<file path="config.mk">
export PLATFORM = sky130hd
export DESIGN_NAME = ucie_sb_param_exchange_flat
export DESIGN_NICKNAME = d
export VERILOG_FILES = /design/src/rtl/ucie_sb_param_exchange_if.sv /design/src/rtl/ucie_sb_param_exchange.sv /design/src/flat_wrapper.sv
export SDC_FILE = /design/constraint.sdc
export NUM_CORES = 1
export LEC_CHECK = 0
export ABC_AREA = 1
export CAP_MARGIN = 40
export CORE_ASPECT_RATIO = 0.75
export CORE_UTILIZATION = 51
export CTS_CLUSTER_DIAMETER = 200
export DETAILED_ROUTE_END_ITERATION = 7
export GPL_TIMING_DRIVEN = 0
export PLACE_DENSITY = 0.8
export SYNTH_ARGS = -nofsm -noshare
export SYNTH_HDL_FRONTEND = slang
export SYNTH_SLANG_ARGS = --single-unit
</file>
<file path="constraint.sdc">
create_clock -name clk -period 3.2 [get_ports clk]
set_input_delay 0.64 -clock clk [delete_from_list [all_inputs] [get_ports clk]]
set_output_delay 0.64 -clock clk [all_outputs]
set_load 0.01 [all_outputs]
</file>
<file path="src/rtl/ucie_sb_param_exchange_if.sv">
// Bundle of the handshake and message buses around the parameter-exchange
// engine.
//   loc_*    : local capability word in from the training FSM (valid/ready)
//   neg_*    : negotiated word back to the training FSM (valid/ready)
//   sb_tx_*  : outgoing sideband message (valid/ready, 2-bit opcode)
//   sb_rx_*  : incoming sideband message strobe (no backpressure)
//   xchg_error, retry_cnt, xchg_state : status and debug
// Modport slave is the engine; modport master is its environment.
interface ucie_sb_param_exchange_if;
  logic [31:0] loc_param;
  logic        loc_valid;
  logic        loc_ready;
  logic [31:0] neg_param;
  logic        neg_valid;
  logic        neg_ready;
  logic [31:0] sb_tx_data;
  logic [1:0]  sb_tx_opcode;
  logic        sb_tx_valid;
  logic        sb_tx_ready;
  logic [31:0] sb_rx_data;
  logic [1:0]  sb_rx_opcode;
  logic        sb_rx_valid;
  logic        xchg_error;
  logic [3:0]  retry_cnt;
  logic [2:0]  xchg_state;

  modport slave (
    input  loc_param, loc_valid, neg_ready, sb_tx_ready,
           sb_rx_data, sb_rx_opcode, sb_rx_valid,
    output loc_ready, neg_param, neg_valid, sb_tx_data, sb_tx_opcode,
           sb_tx_valid, xchg_error, retry_cnt, xchg_state
  );

  modport master (
    output loc_param, loc_valid, neg_ready, sb_tx_ready,
           sb_rx_data, sb_rx_opcode, sb_rx_valid,
    input  loc_ready, neg_param, neg_valid, sb_tx_data, sb_tx_opcode,
           sb_tx_valid, xchg_error, retry_cnt, xchg_state
  );
endinterface

</file>
<file path="src/rtl/ucie_sb_param_exchange.sv">
// Sideband parameter-exchange engine.
// Takes the local capability word, sends it as a REQ, captures the partner's
// REQ, negotiates min(width), min(speed) and the AND of the protocol masks,
// confirms with ACK (resending on timeout) and hands the negotiated word back.
// Ports:
//   clk  : core clock
//   rst  : synchronous active-high reset
//   bus  : ucie_sb_param_exchange_if.slave (loc/neg handshakes, sideband tx/rx,
//          status)
// Parameters:
//   TIMEOUT_CYCLES : wait-state timeout in cycles (2..65535)
//   MAX_RETRIES    : timeout-triggered resends allowed before ERROR (0..15)
module ucie_sb_param_exchange #(
  parameter int unsigned TIMEOUT_CYCLES = 1024,
  parameter int unsigned MAX_RETRIES    = 3
) (
  input  logic                     clk,
  input  logic                     rst,
  ucie_sb_param_exchange_if.slave  bus
);

  typedef enum logic [2:0] {
    S_IDLE     = 3'd0,
    S_TX_REQ   = 3'd1,
    S_WAIT_REM = 3'd2,
    S_TX_ACK   = 3'd3,
    S_WAIT_ACK = 3'd4,
    S_DONE     = 3'd5,
    S_ERROR    = 3'd6
  } state_e;

  localparam logic [1:0]  OP_REQ    = 2'b01;
  localparam logic [1:0]  OP_ACK    = 2'b10;
  localparam logic [15:0] TMO_LAST  = 16'(TIMEOUT_CYCLES - 1);
  localparam logic [3:0]  RETRY_MAX = 4'(MAX_RETRIES);

  state_e      state_q, state_d;
  logic [31:0] loc_q, loc_d;
  logic [31:0] rem_param_q, rem_param_d;
  logic [31:0] neg_param_q, neg_param_d;
  logic        rem_seen_q, rem_seen_d;
  logic        ack_seen_q, ack_seen_d;
  logic [15:0] timer_q, timer_d;
  logic [3:0]  retry_cnt_q, retry_cnt_d;

  logic        loc_ready_q, loc_ready_d;
  logic        neg_valid_q, neg_valid_d;
  logic [31:0] sb_tx_data_q, sb_tx_data_d;
  logic [1:0]  sb_tx_opcode_q, sb_tx_opcode_d;
  logic        sb_tx_valid_q, sb_tx_valid_d;
  logic        xchg_error_q, xchg_error_d;

  logic [7:0]  neg_width;
  logic [7:0]  neg_speed;
  logic [15:0] neg_proto;
  logic [31:0] neg_word;
  logic        compat;
  logic        timeout;
  logic        retry_ok;
  logic        rem_set;
  logic        ack_set;
  logic        flag_clr;
  logic        next_is_wait;

  always_comb begin
    neg_width = (loc_q[31:24] < rem_param_q[31:24]) ? loc_q[31:24] : rem_param_q[31:24];
    neg_speed = (loc_q[23:16] < rem_param_q[23:16]) ? loc_q[23:16] : rem_param_q[23:16];
    neg_proto = loc_q[15:0] & rem_param_q[15:0];
    neg_word  = {neg_width, neg_speed, neg_proto};
    compat    = (neg_width != '0) && (neg_speed != '0) && (neg_proto != '0);
  end

  always_comb begin
    state_d     = state_q;
    loc_d       = loc_q;
    rem_param_d = rem_param_q;
    neg_param_d = neg_param_q;
    retry_cnt_d = retry_cnt_q;
    flag_clr    = 1'b0;
    rem_set     = 1'b0;
    ack_set     = 1'b0;

    timeout  = (timer_q == TMO_LAST);
    retry_ok = (retry_cnt_q < RETRY_MAX);

    // RX capture runs in every state.
    if (bus.sb_rx_valid && (bus.sb_rx_opcode == OP_REQ)) begin
      rem_param_d = bus.sb_rx_data;
      rem_set     = 1'b1;
    end
    if (bus.sb_rx_valid && (bus.sb_rx_opcode == OP_ACK)) begin
      ack_set = 1'b1;
    end

    case (state_q)
      S_IDLE, S_ERROR: begin
        if (bus.loc_valid) begin
          loc_d       = bus.loc_param;
          retry_cnt_d = '0;
          state_d     = S_TX_REQ;
        end
      end
      S_TX_REQ: begin
        if (bus.sb_tx_ready) state_d = S_WAIT_REM;
      end
      S_WAIT_REM: begin
        if (rem_seen_q) begin
          if (compat) begin
            neg_param_d = neg_word;
            state_d     = S_TX_ACK;
          end else begin
            state_d = S_ERROR;
          end
        end else if (timeout) begin
          if (retry_ok) begin
            retry_cnt_d = retry_cnt_q + 4'd1;
            state_d     = S_TX_REQ;
          end else begin
            state_d = S_ERROR;
          end
        end
      end
      S_TX_ACK: begin
        if (bus.sb_tx_ready) state_d = S_WAIT_ACK;
      end
      S_WAIT_ACK: begin
        if (ack_seen_q) begin
          state_d = S_DONE;
        end else if (timeout) begin
          if (retry_ok) begin
            retry_cnt_d = retry_cnt_q + 4'd1;
            state_d     = S_TX_ACK;
          end else begin
            state_d = S_ERROR;
          end
        end
      end
      S_DONE: begin
        if (bus.neg_ready) begin
          flag_clr = 1'b1;
          state_d  = S_IDLE;
        end
      end
      default: state_d = S_IDLE;
    endcase

    // Set wins over the DONE clear.
    rem_seen_d = rem_set | (rem_seen_q & ~flag_clr);
    ack_seen_d = ack_set | (ack_seen_q & ~flag_clr);

    next_is_wait = (state_d == S_WAIT_REM) || (state_d == S_WAIT_ACK);
    if (next_is_wait && (state_d != state_q)) begin
      timer_d = '0;
    end else if ((state_q == S_WAIT_REM) || (state_q == S_WAIT_ACK)) begin
      timer_d = timer_q + 16'd1;
    end else begin
      timer_d = timer_q;
    end

    // Outputs are decoded from the next state and registered, so they match a
    // Moore decode of the state register cycle for cycle.
    loc_ready_d    = 1'b0;
    neg_valid_d    = 1'b0;
    sb_tx_data_d   = '0;
    sb_tx_opcode_d = '0;
    sb_tx_valid_d  = 1'b0;
    xchg_error_d   = 1'b0;
    case (state_d)
      S_IDLE:   loc_ready_d = 1'b1;
      S_ERROR: begin
        loc_ready_d  = 1'b1;
        xchg_error_d = 1'b1;
      end
      S_TX_REQ: begin
        sb_tx_valid_d  = 1'b1;
        sb_tx_opcode_d = OP_REQ;
        sb_tx_data_d   = loc_d;
      end
      S_TX_ACK: begin
        sb_tx_valid_d  = 1'b1;
        sb_tx_opcode_d = OP_ACK;
        sb_tx_data_d   = neg_param_d;
      end
      S_DONE:   neg_valid_d = 1'b1;
      default: ;
    endcase
  end

  always_ff @(posedge clk) begin
    if (rst) begin
      state_q        <= S_IDLE;
      loc_q          <= '0;
      rem_param_q    <= '0;
      neg_param_q    <= '0;
      rem_seen_q     <= 1'b0;
      ack_seen_q     <= 1'b0;
      timer_q        <= '0;
      retry_cnt_q    <= '0;
      loc_ready_q    <= 1'b1;
      neg_valid_q    <= 1'b0;
      sb_tx_data_q   <= '0;
      sb_tx_opcode_q <= '0;
      sb_tx_valid_q  <= 1'b0;
      xchg_error_q   <= 1'b0;
    end else begin
      state_q        <= state_d;
      loc_q          <= loc_d;
      rem_param_q    <= rem_param_d;
      neg_param_q    <= neg_param_d;
      rem_seen_q     <= rem_seen_d;
      ack_seen_q     <= ack_seen_d;
      timer_q        <= timer_d;
      retry_cnt_q    <= retry_cnt_d;
      loc_ready_q    <= loc_ready_d;
      neg_valid_q    <= neg_valid_d;
      sb_tx_data_q   <= sb_tx_data_d;
      sb_tx_opcode_q <= sb_tx_opcode_d;
      sb_tx_valid_q  <= sb_tx_valid_d;
      xchg_error_q   <= xchg_error_d;
    end
  end

  assign bus.loc_ready    = loc_ready_q;
  assign bus.neg_param    = neg_param_q;
  assign bus.neg_valid    = neg_valid_q;
  assign bus.sb_tx_data   = sb_tx_data_q;
  assign bus.sb_tx_opcode = sb_tx_opcode_q;
  assign bus.sb_tx_valid  = sb_tx_valid_q;
  assign bus.xchg_error   = xchg_error_q;
  assign bus.retry_cnt    = retry_cnt_q;
  assign bus.xchg_state   = state_q;

endmodule

</file>
<file path="src/flat_wrapper.sv">
// flat-port wrapper written by rule: the top's interface ports become plain ports
module ucie_sb_param_exchange_flat 
#(
  parameter int unsigned TIMEOUT_CYCLES = 1024,
  parameter int unsigned MAX_RETRIES    = 3
)
  (clk, rst, bus_loc_param, bus_loc_valid, bus_neg_ready, bus_sb_tx_ready, bus_sb_rx_data, bus_sb_rx_opcode, bus_sb_rx_valid, bus_loc_ready, bus_neg_param, bus_neg_valid, bus_sb_tx_data, bus_sb_tx_opcode, bus_sb_tx_valid, bus_xchg_error, bus_retry_cnt, bus_xchg_state);
  ucie_sb_param_exchange_if bus_i ();
  input  logic clk;
  input  logic rst;
  input wire logic [$bits(bus_i.loc_param)-1:0] bus_loc_param;
  input wire logic [$bits(bus_i.loc_valid)-1:0] bus_loc_valid;
  input wire logic [$bits(bus_i.neg_ready)-1:0] bus_neg_ready;
  input wire logic [$bits(bus_i.sb_tx_ready)-1:0] bus_sb_tx_ready;
  input wire logic [$bits(bus_i.sb_rx_data)-1:0] bus_sb_rx_data;
  input wire logic [$bits(bus_i.sb_rx_opcode)-1:0] bus_sb_rx_opcode;
  input wire logic [$bits(bus_i.sb_rx_valid)-1:0] bus_sb_rx_valid;
  output wire logic [$bits(bus_i.loc_ready)-1:0] bus_loc_ready;
  output wire logic [$bits(bus_i.neg_param)-1:0] bus_neg_param;
  output wire logic [$bits(bus_i.neg_valid)-1:0] bus_neg_valid;
  output wire logic [$bits(bus_i.sb_tx_data)-1:0] bus_sb_tx_data;
  output wire logic [$bits(bus_i.sb_tx_opcode)-1:0] bus_sb_tx_opcode;
  output wire logic [$bits(bus_i.sb_tx_valid)-1:0] bus_sb_tx_valid;
  output wire logic [$bits(bus_i.xchg_error)-1:0] bus_xchg_error;
  output wire logic [$bits(bus_i.retry_cnt)-1:0] bus_retry_cnt;
  output wire logic [$bits(bus_i.xchg_state)-1:0] bus_xchg_state;
  assign bus_i.loc_param = bus_loc_param;
  assign bus_i.loc_valid = bus_loc_valid;
  assign bus_i.neg_ready = bus_neg_ready;
  assign bus_i.sb_tx_ready = bus_sb_tx_ready;
  assign bus_i.sb_rx_data = bus_sb_rx_data;
  assign bus_i.sb_rx_opcode = bus_sb_rx_opcode;
  assign bus_i.sb_rx_valid = bus_sb_rx_valid;
  assign bus_loc_ready = bus_i.loc_ready;
  assign bus_neg_param = bus_i.neg_param;
  assign bus_neg_valid = bus_i.neg_valid;
  assign bus_sb_tx_data = bus_i.sb_tx_data;
  assign bus_sb_tx_opcode = bus_i.sb_tx_opcode;
  assign bus_sb_tx_valid = bus_i.sb_tx_valid;
  assign bus_xchg_error = bus_i.xchg_error;
  assign bus_retry_cnt = bus_i.retry_cnt;
  assign bus_xchg_state = bus_i.xchg_state;
  ucie_sb_param_exchange #(.TIMEOUT_CYCLES(TIMEOUT_CYCLES), .MAX_RETRIES(MAX_RETRIES)) u_core (.clk(clk), .rst(rst), .bus(bus_i));
endmodule
</file>
==> results_dict.tcl, run 1 <==
set metrics [dict create \
    status "finished clean" \
    critPathLaunchType "flip-flop" \
    grt_overflow 0 \
    slew_violations 0 \
    wl_per_cell_um 15.1 \
    numCtsBuffers 17 \
    required_ns 3.54 \
    grt_pass1_vias 6198 \
    wl_um 19500 \
    power_per_cell_area_nw_per_um2 558 \
    port_buffers 148 \
    clk_pin_slew_ns 0.07 \
    synthesis.area_um2 6870 \
    gp_congestion 0.906 \
    fillerInstances 1106 \
    post_cts_resized 0 \
    p_total_w 0.00509 \
    switching_power_w 0.00159 \
    hold_class "flip-flop to flip-flop" \
    grt_max_degree 17 \
    max_cap_violations 0 \
    grt_usage 0.286 \
    ys_ff_latch 159 \
    vias_per_cell 5.17 \
    diodes 0 \
    first_iter_violations 361 \
    num_rows 36 \
    yosysSeqAreaShare 0.463 \
    grt_pass1_wl_um 30300 \
    ir_drop_uv 404 \
    critPathArrivalTime_ns 3.35 \
    firstDrtPassIters 5 \
    ys_warn_count 0 \
    io-pin-count 149 \
    cts-root-buf "clkbuf_16" \
    critPathCaptureType "flip-flop" \
    rsz0062_at_grt "no" \
    whs_ns 0.459 \
    swShare 0.312 \
    clkPwrFrac 0.375 \
    post-route-period-util 0.938 \
    drtAntennaViolNets 0 \
    die_x_um 136 \
    tritoncts "yes" \
    final-setup-viol-count 0 \
    synth_nets 1024 \
    area_growth_pct 32.9 \
    htree_levels 4 \
    antenna_found_initial 0 \
    syn_inst 936 \
    clkSinkCount 159 \
    initial_utilization 0.526 \
    min_period_ns 3.00 \
    cts_max_path_buffers 2 \
    fin_skew_ns 0.0114 \
    p_int_w 0.00350 \
    p_seq_frac 0.418 \
    fin_nets 1193 \
    tns_ns 0 \
    synthDistinctLibCells 35 \
    drc 0 \
    vias 6667 \
    hpwl_um 14000 \
    worst_pin_slew_ns 0.563 \
    die_area_um2 13900 \
    core_um2 13100 \
    dieHeight_um 103 \
    insertion_delay_ns 0.43 \
    layout-drive-gt1-share 0.0787 \
    clock.fmax_mhz 333 \
    p_leak_nw 3.73 \
    relSlewSlack 0.621 \
    synth_area_per_cell_um2 7.34 \
    crit_fanout 10 \
    p_comb_frac 0.207 \
    critPathKind "flip-flop to flip-flop" \
    finalHoldViolCount 0 \
]
## path summary, 6_finish.rpt
| kind | start | endpoint | slack (ns) | cells after the start |
|---|---|---|---|---|
| min | u_core.bus.retry_cnt[3]$_SDFFE_PP0P_ | u_core.bus.retry_cnt[3]$_SDFFE_PP0P_ | 0.46 | 2 |
| max | u_core.rem_param_q[23]$_SDFFE_PP0P_ | u_core.bus.sb_tx_data[7]$_SDFF_PP0_ | 0.20 | 18 |
| max reg2reg | u_core.rem_param_q[23]$_SDFFE_PP0P_ | u_core.bus.sb_tx_data[7]$_SDFF_PP0_ | 0.20 | 18 |
| min reg2reg | u_core.bus.retry_cnt[3]$_SDFFE_PP0P_ | u_core.bus.retry_cnt[3]$_SDFFE_PP0P_ | 0.46 | 2 |
## cell type report
class | instances | area, µm² | share of cell area
buffer | 39 | 186 | 0.0204
timing repair buffer | 150 | 1500 | 0.164
clock inverter | 14 | 121 | 0.0133
clock buffer | 18 | 429 | 0.0470
inverter | 108 | 405 | 0.0444
sequential | 159 | 3180 | 0.349
tap | 171 | 214 | 0.0234
multi-input combinational | 630 | 3100 | 0.339
## logic make-up (layout without fill, tap and decap cells)
family	count (synthesis)	after routing	share of synthesized area
flip-flops	159	159	0.463
XOR/XNOR	14	14	0.0178
AND/OR/NAND/NOR	437	437	0.282
AO/OA/AOI/OAI	162	162	0.120
buffers and inverters	147	329	0.0861
adder cells (fa/ha/maj)	16	16	0.0291
multiplexers	1	1	0.00146
## cells in the final DEF (no fill, tap or decap), types with 5 or more instances in the layout
cell	instances
a21oi_1	39
buf_2	13
clkbuf_1	24
clkbuf_16	17
clkdlybuf4s50_1	148
dfxtp_1	159
ha_1	16
inv_1	100
inv_2	8
inv_6	5
nand2_1	222
nand2_2	7
nand3_1	32
nand4_1	7
nor2_1	127
nor2_4	10
nor3_1	12
nor4_1	7
o21ai_0	85
o21ai_1	33
xnor2_1	5
xor2_1	9
## sequential cells by signal, summed over array words and instances (netlist names), 2 cells and up
name / flops
u_core.bus.sb_tx_opcode: 2
u_core.bus.neg_param: 32
u_core.timer_q: 16
u_core.bus.retry_cnt: 4
u_core.rem_param_q: 32
u_core.bus.xchg_state: 3
u_core.bus.sb_tx_data: 32
u_core.loc_q: 32
## metrics by stage
step	setup slack, ns	std cells	cell area (µm²)	util
global placement	0.250	1255	8570	0.656
floorplan	0.767	936	6870	-
detailed placement	0.238	1255	8570	0.656
finish	0.198	1289	9130	0.699
global route	0.0216	1289	9130	0.699
CTS	0.192	1287	9120	0.698
## what timing repair did
action	CTS	global route
hold buffers	0	0
setup endpoints to repair	0	5
buffers inserted	0	2
## per-layer routing
metal / wire length (µm) / up-vias / global-route usage
li1: - / 3310 / -
met2: 8700 / 259 / 0.460
met4: 282 / 0 / 0.0983
met5: 0 / - / 0
met3: 1450 / 25 / 0.0546
met1: 9050 / 3073 / 0.386
## synth_stat cells
library cell | count | area (µm²)
a21oi_1 | 39 | 195
a21oi_2 | 1 | 8.76
and3b_1 | 1 | 8.76
buf_12 | 1 | 20.0
buf_2 | 13 | 65.1
buf_4 | 2 | 15.0
clkbuf_1 | 23 | 86.3
dfxtp_1 | 159 | 3180
ha_1 | 16 | 200
inv_1 | 100 | 375
inv_2 | 8 | 30.0
mux2i_1 | 1 | 10.0
nand2_1 | 222 | 833
nand2_2 | 7 | 43.8
nand2_4 | 4 | 45.0
nand3_1 | 32 | 160
nand3_2 | 1 | 10.0
nand4_1 | 7 | 43.8
nand4_2 | 1 | 12.5
nand4_4 | 1 | 21.3
nor2_1 | 127 | 477
nor2_2 | 2 | 12.5
nor2_4 | 10 | 113
nor3_1 | 12 | 60.1
nor3_4 | 2 | 32.5
nor4_1 | 7 | 43.8
nor4_4 | 1 | 21.3
o2111ai_1 | 1 | 8.76
o21a_1 | 1 | 7.51
o21ai_0 | 85 | 425
o21ai_1 | 33 | 165
o21ai_2 | 1 | 8.76
o22ai_1 | 1 | 6.26
xnor2_1 | 5 | 43.8
xor2_1 | 9 | 78.8
## critical path: stages (launching register included)
cell	delay [ns]
dfxtp_1	0.31
inv_1	0.07
ha_1	0.31
a21oi_1	0.17
o21a_1	0.13
buf_2	0.22
nand2_4	0.11
nand2_1	0.08
nand2_1	0.07
nand2_1	0.07
nor2_1	0.05
nand2_1	0.16
nand3_2	0.12
nand2_2	0.10
nand2_2	0.08
inv_2	0.12
nand4_2	0.23
buf_2	0.28
o21ai_0	0.22
## power by group through the flow
stage	Combinational (W)	Clock [W]	Sequential, W
5_1_grt	0.00116	0.00201	0.00214
4_1_cts	0.00103	0.00193	0.00213
6_report	0.00105	0.00191	0.00213
2_1_floorplan	0.000637	0	0.00219
3_5_place_dp	0.00102	0	0.00217
3_3_place_gp	0.00100	0	0.00217
No activity file was read; power rests on OpenSTA's default activity.
==> run 2: changes to the inputs <==
- CTS_BUF_LIST: unset -> sky130_fd_sc_hd__clkbuf_4 sky130_fd_sc_hd__clkbuf_8 sky130_fd_sc_hd__clkbuf_16
- TNS_END_PERCENT: unset -> 20
==> results_dict.tcl, run 2 (synthesis gave the netlist of run 1 again) <==
set metrics [dict create \
    firstDrtPassIters 5 \
    clk_pin_slew_ns 0.07 \
    cts_max_path_buffers 2 \
    core_um2 13100 \
    wl_per_cell_um 15.1 \
    vias 6646 \
    insertion_delay_ns 0.44 \
    swShare 0.312 \
    p_int_w 0.00351 \
    r2r_slack_ns 0.22 \
    crit_buf_inv 4 \
    htree_levels 4 \
    final_cell_mix "nand2_1, dfxtp_1, clkdlybuf4s50_1, nor2_1, inv_1" \
    crit_top_cell "nand2_1" \
    critPathKind "flip-flop to flip-flop" \
    finalHoldViolCount 0 \
    drc 0 \
    critPathCaptureType "flip-flop" \
    p_seq_frac 0.417 \
    max_cap_violations 0 \
    clkPwrFrac 0.376 \
    p_leak_nw 3.73 \
    layout-drive-gt1-share 0.0796 \
    diodes 0 \
    clkSinkCount 159 \
    tritoncts "yes" \
    critical-path-max-stage-delay_ns 0.31 \
    grt_overflow 0 \
    rsz0062_at_grt "no" \
    fillerInstances 1106 \
    die_x_um 136 \
    relSlewSlack 0.610 \
    io-pin-count 149 \
    area_growth_pct 33.0 \
    grt_usage 0.286 \
    mostFrequentLayoutCell "nand2_1" \
    power_per_cell_area_nw_per_um2 559 \
    slew_violations 0 \
    r2r_start "u_core.rem_param_q[21]$_SDFFE_PP0P_" \
    reg2reg_depth 18 \
    fin_skew_ns 0.0114 \
    grt_pass1_vias 6199 \
    cp_cell_sequence "inv_1 -> ha_1 -> a21oi_1 -> o21a_1 -> buf_2 -> nand2_4 -> nand2_1 -> nand2_1 -> nand2_1 -> nor2_1 -> nand2_1 -> nand3_2 -> nand2_2 -> nand2_2 -> inv_2 -> nand4_2 -> buf_2 -> o21ai_0" \
    final-setup-viol-count 0 \
    cts-root-buf "clkbuf_16" \
    tns_ns 0 \
    initial_utilization 0.526 \
    critical_path.top_delay_family "simple AND/OR/NAND/NOR gates" \
    post-route-period-util 0.931 \
    min_period_ns 2.98 \
    dieHeight_um 103 \
    fin_nets 1193 \
    die_area_um2 13900 \
    worst_pin_slew_ns 0.586 \
    grt_pass1_wl_um 30300 \
    critPathArrivalTime_ns 3.33 \
    num_rows 36 \
    whs_endpoint "u_core.bus.retry_cnt[3]$_SDFFE_PP0P_" \
    crit_fanout 10 \
    vias_per_cell 5.16 \
    antenna_found_initial 0 \
    ir_drop_uv 408 \
    switching_power_w 0.00160 \
    p_comb_frac 0.206 \
    whs_ns 0.459 \
    required_ns 3.55 \
    hold_depth 2 \
    gp_congestion 0.906 \
    drtAntennaViolNets 0 \
    wl_um 19500 \
    hold_class "flip-flop to flip-flop" \
    min-delay-start "u_core.bus.retry_cnt[3]$_SDFFE_PP0P_" \
    crit_path_top_delay_cell "ha_1" \
    clock.fmax_mhz 336 \
    first_iter_violations 394 \
    hpwl_um 14000 \
    numCtsBuffers 17 \
    status "finished clean" \
    r2r_end "u_core.bus.sb_tx_data[7]$_SDFF_PP0_" \
    port_buffers 148 \
    grt_max_degree 17 \
    critPathLaunchType "flip-flop" \
]
## run 2: cell counts in the layout (fill, tap and decap cells not counted)
Identical to the previous run, type by type.
## run 2: power groups by stage
| stage | Clock [W] | Combinational (W) | Sequential [W] |
|---|---|---|---|
| 2_1_floorplan | 0 | 0.000637 | 0.00219 |
| 3_3_place_gp | 0 | 0.00100 | 0.00217 |
| 3_5_place_dp | 0 | 0.00102 | 0.00217 |
| 4_1_cts | 0.00194 | 0.00103 | 0.00213 |
| 5_1_grt | 0.00202 | 0.00116 | 0.00214 |
| 6_report | 0.00192 | 0.00105 | 0.00213 |
## run 2: metal layers
| metal | vias to the layer above | track usage | routed length, µm |
|---|---|---|---|
| met5 | - | 0 | 0 |
| met4 | 0 | 0.0983 | 263 |
| met3 | 28 | 0.0580 | 1590 |
| met2 | 272 | 0.460 | 8680 |
| met1 | 3036 | 0.385 | 8970 |
| li1 | 3310 | - | - |
## run 2: worst max-delay path by stage
stage | start | to | depth (start not counted)
floorplan | u_core.rem_param_q[29]$_SDFFE_PP0P_ | u_core.timer_q[7]$_SDFFE_PP0P_ | 19
global placement | bus_loc_valid | u_core.bus.sb_tx_data[8]$_SDFF_PP0_ | 9
detailed placement | bus_loc_valid | u_core.bus.sb_tx_data[8]$_SDFF_PP0_ | 9
CTS | u_core.rem_param_q[29]$_SDFFE_PP0P_ | u_core.bus.sb_tx_data[8]$_SDFF_PP0_ | 18
global route | u_core.rem_param_q[21]$_SDFFE_PP0P_ | u_core.bus.sb_tx_data[9]$_SDFF_PP0_ | 18
finish | u_core.rem_param_q[21]$_SDFFE_PP0P_ | u_core.bus.sb_tx_data[7]$_SDFF_PP0_ | 18
## run 2: worst reg2reg max path, delay by kind of cell, from the launching register on
family	cells	cell delay, ns
simple gates	10	1.06
buf+inv	4	0.69
compound gates	3	0.52
fa+ha+maj	1	0.31
flops	1	0.30
## run 2: what timing repair did
action | in CTS | in global routing
hold endpoints to repair | 0 | 0
gates resized for setup | 0 | 0
buffers inserted | 0 | 2
hold buffers | 0 | 0
endpoints found under the setup margin | 0 | 5
## run 2: through the flow
stage	setup slack, ns	util	std cells	instance area (µm²)	power [W]
6_report	0.222	0.699	1289	9140	0.00511
3_3_place_gp	0.250	0.656	1255	8570	0.00317
2_1_floorplan	0.767	-	936	6870	0.00282
3_5_place_dp	0.238	0.656	1255	8570	0.00319
4_1_cts	0.192	0.698	1287	9120	0.00510
5_1_grt	0.0216	0.699	1289	9140	0.00532
## run 2: layout make-up
cell class / instances / area, µm² / share of cell area
plain buffers: 39 / 186 / 0.0204
clock buffers: 18 / 433 / 0.0474
clock inverters: 14 / 121 / 0.0133
inverters: 108 / 405 / 0.0444
multi-input cells: 630 / 3100 / 0.339
flip-flops and latches: 159 / 3180 / 0.348
well taps: 171 / 214 / 0.0234
repair buffers: 150 / 1500 / 0.164
==> run 3: changes to the inputs <==
- CAP_MARGIN: 40 -> 20
==> results of run 3 <==
No change in the layout: final DEF, timing and power equal those of run 2.
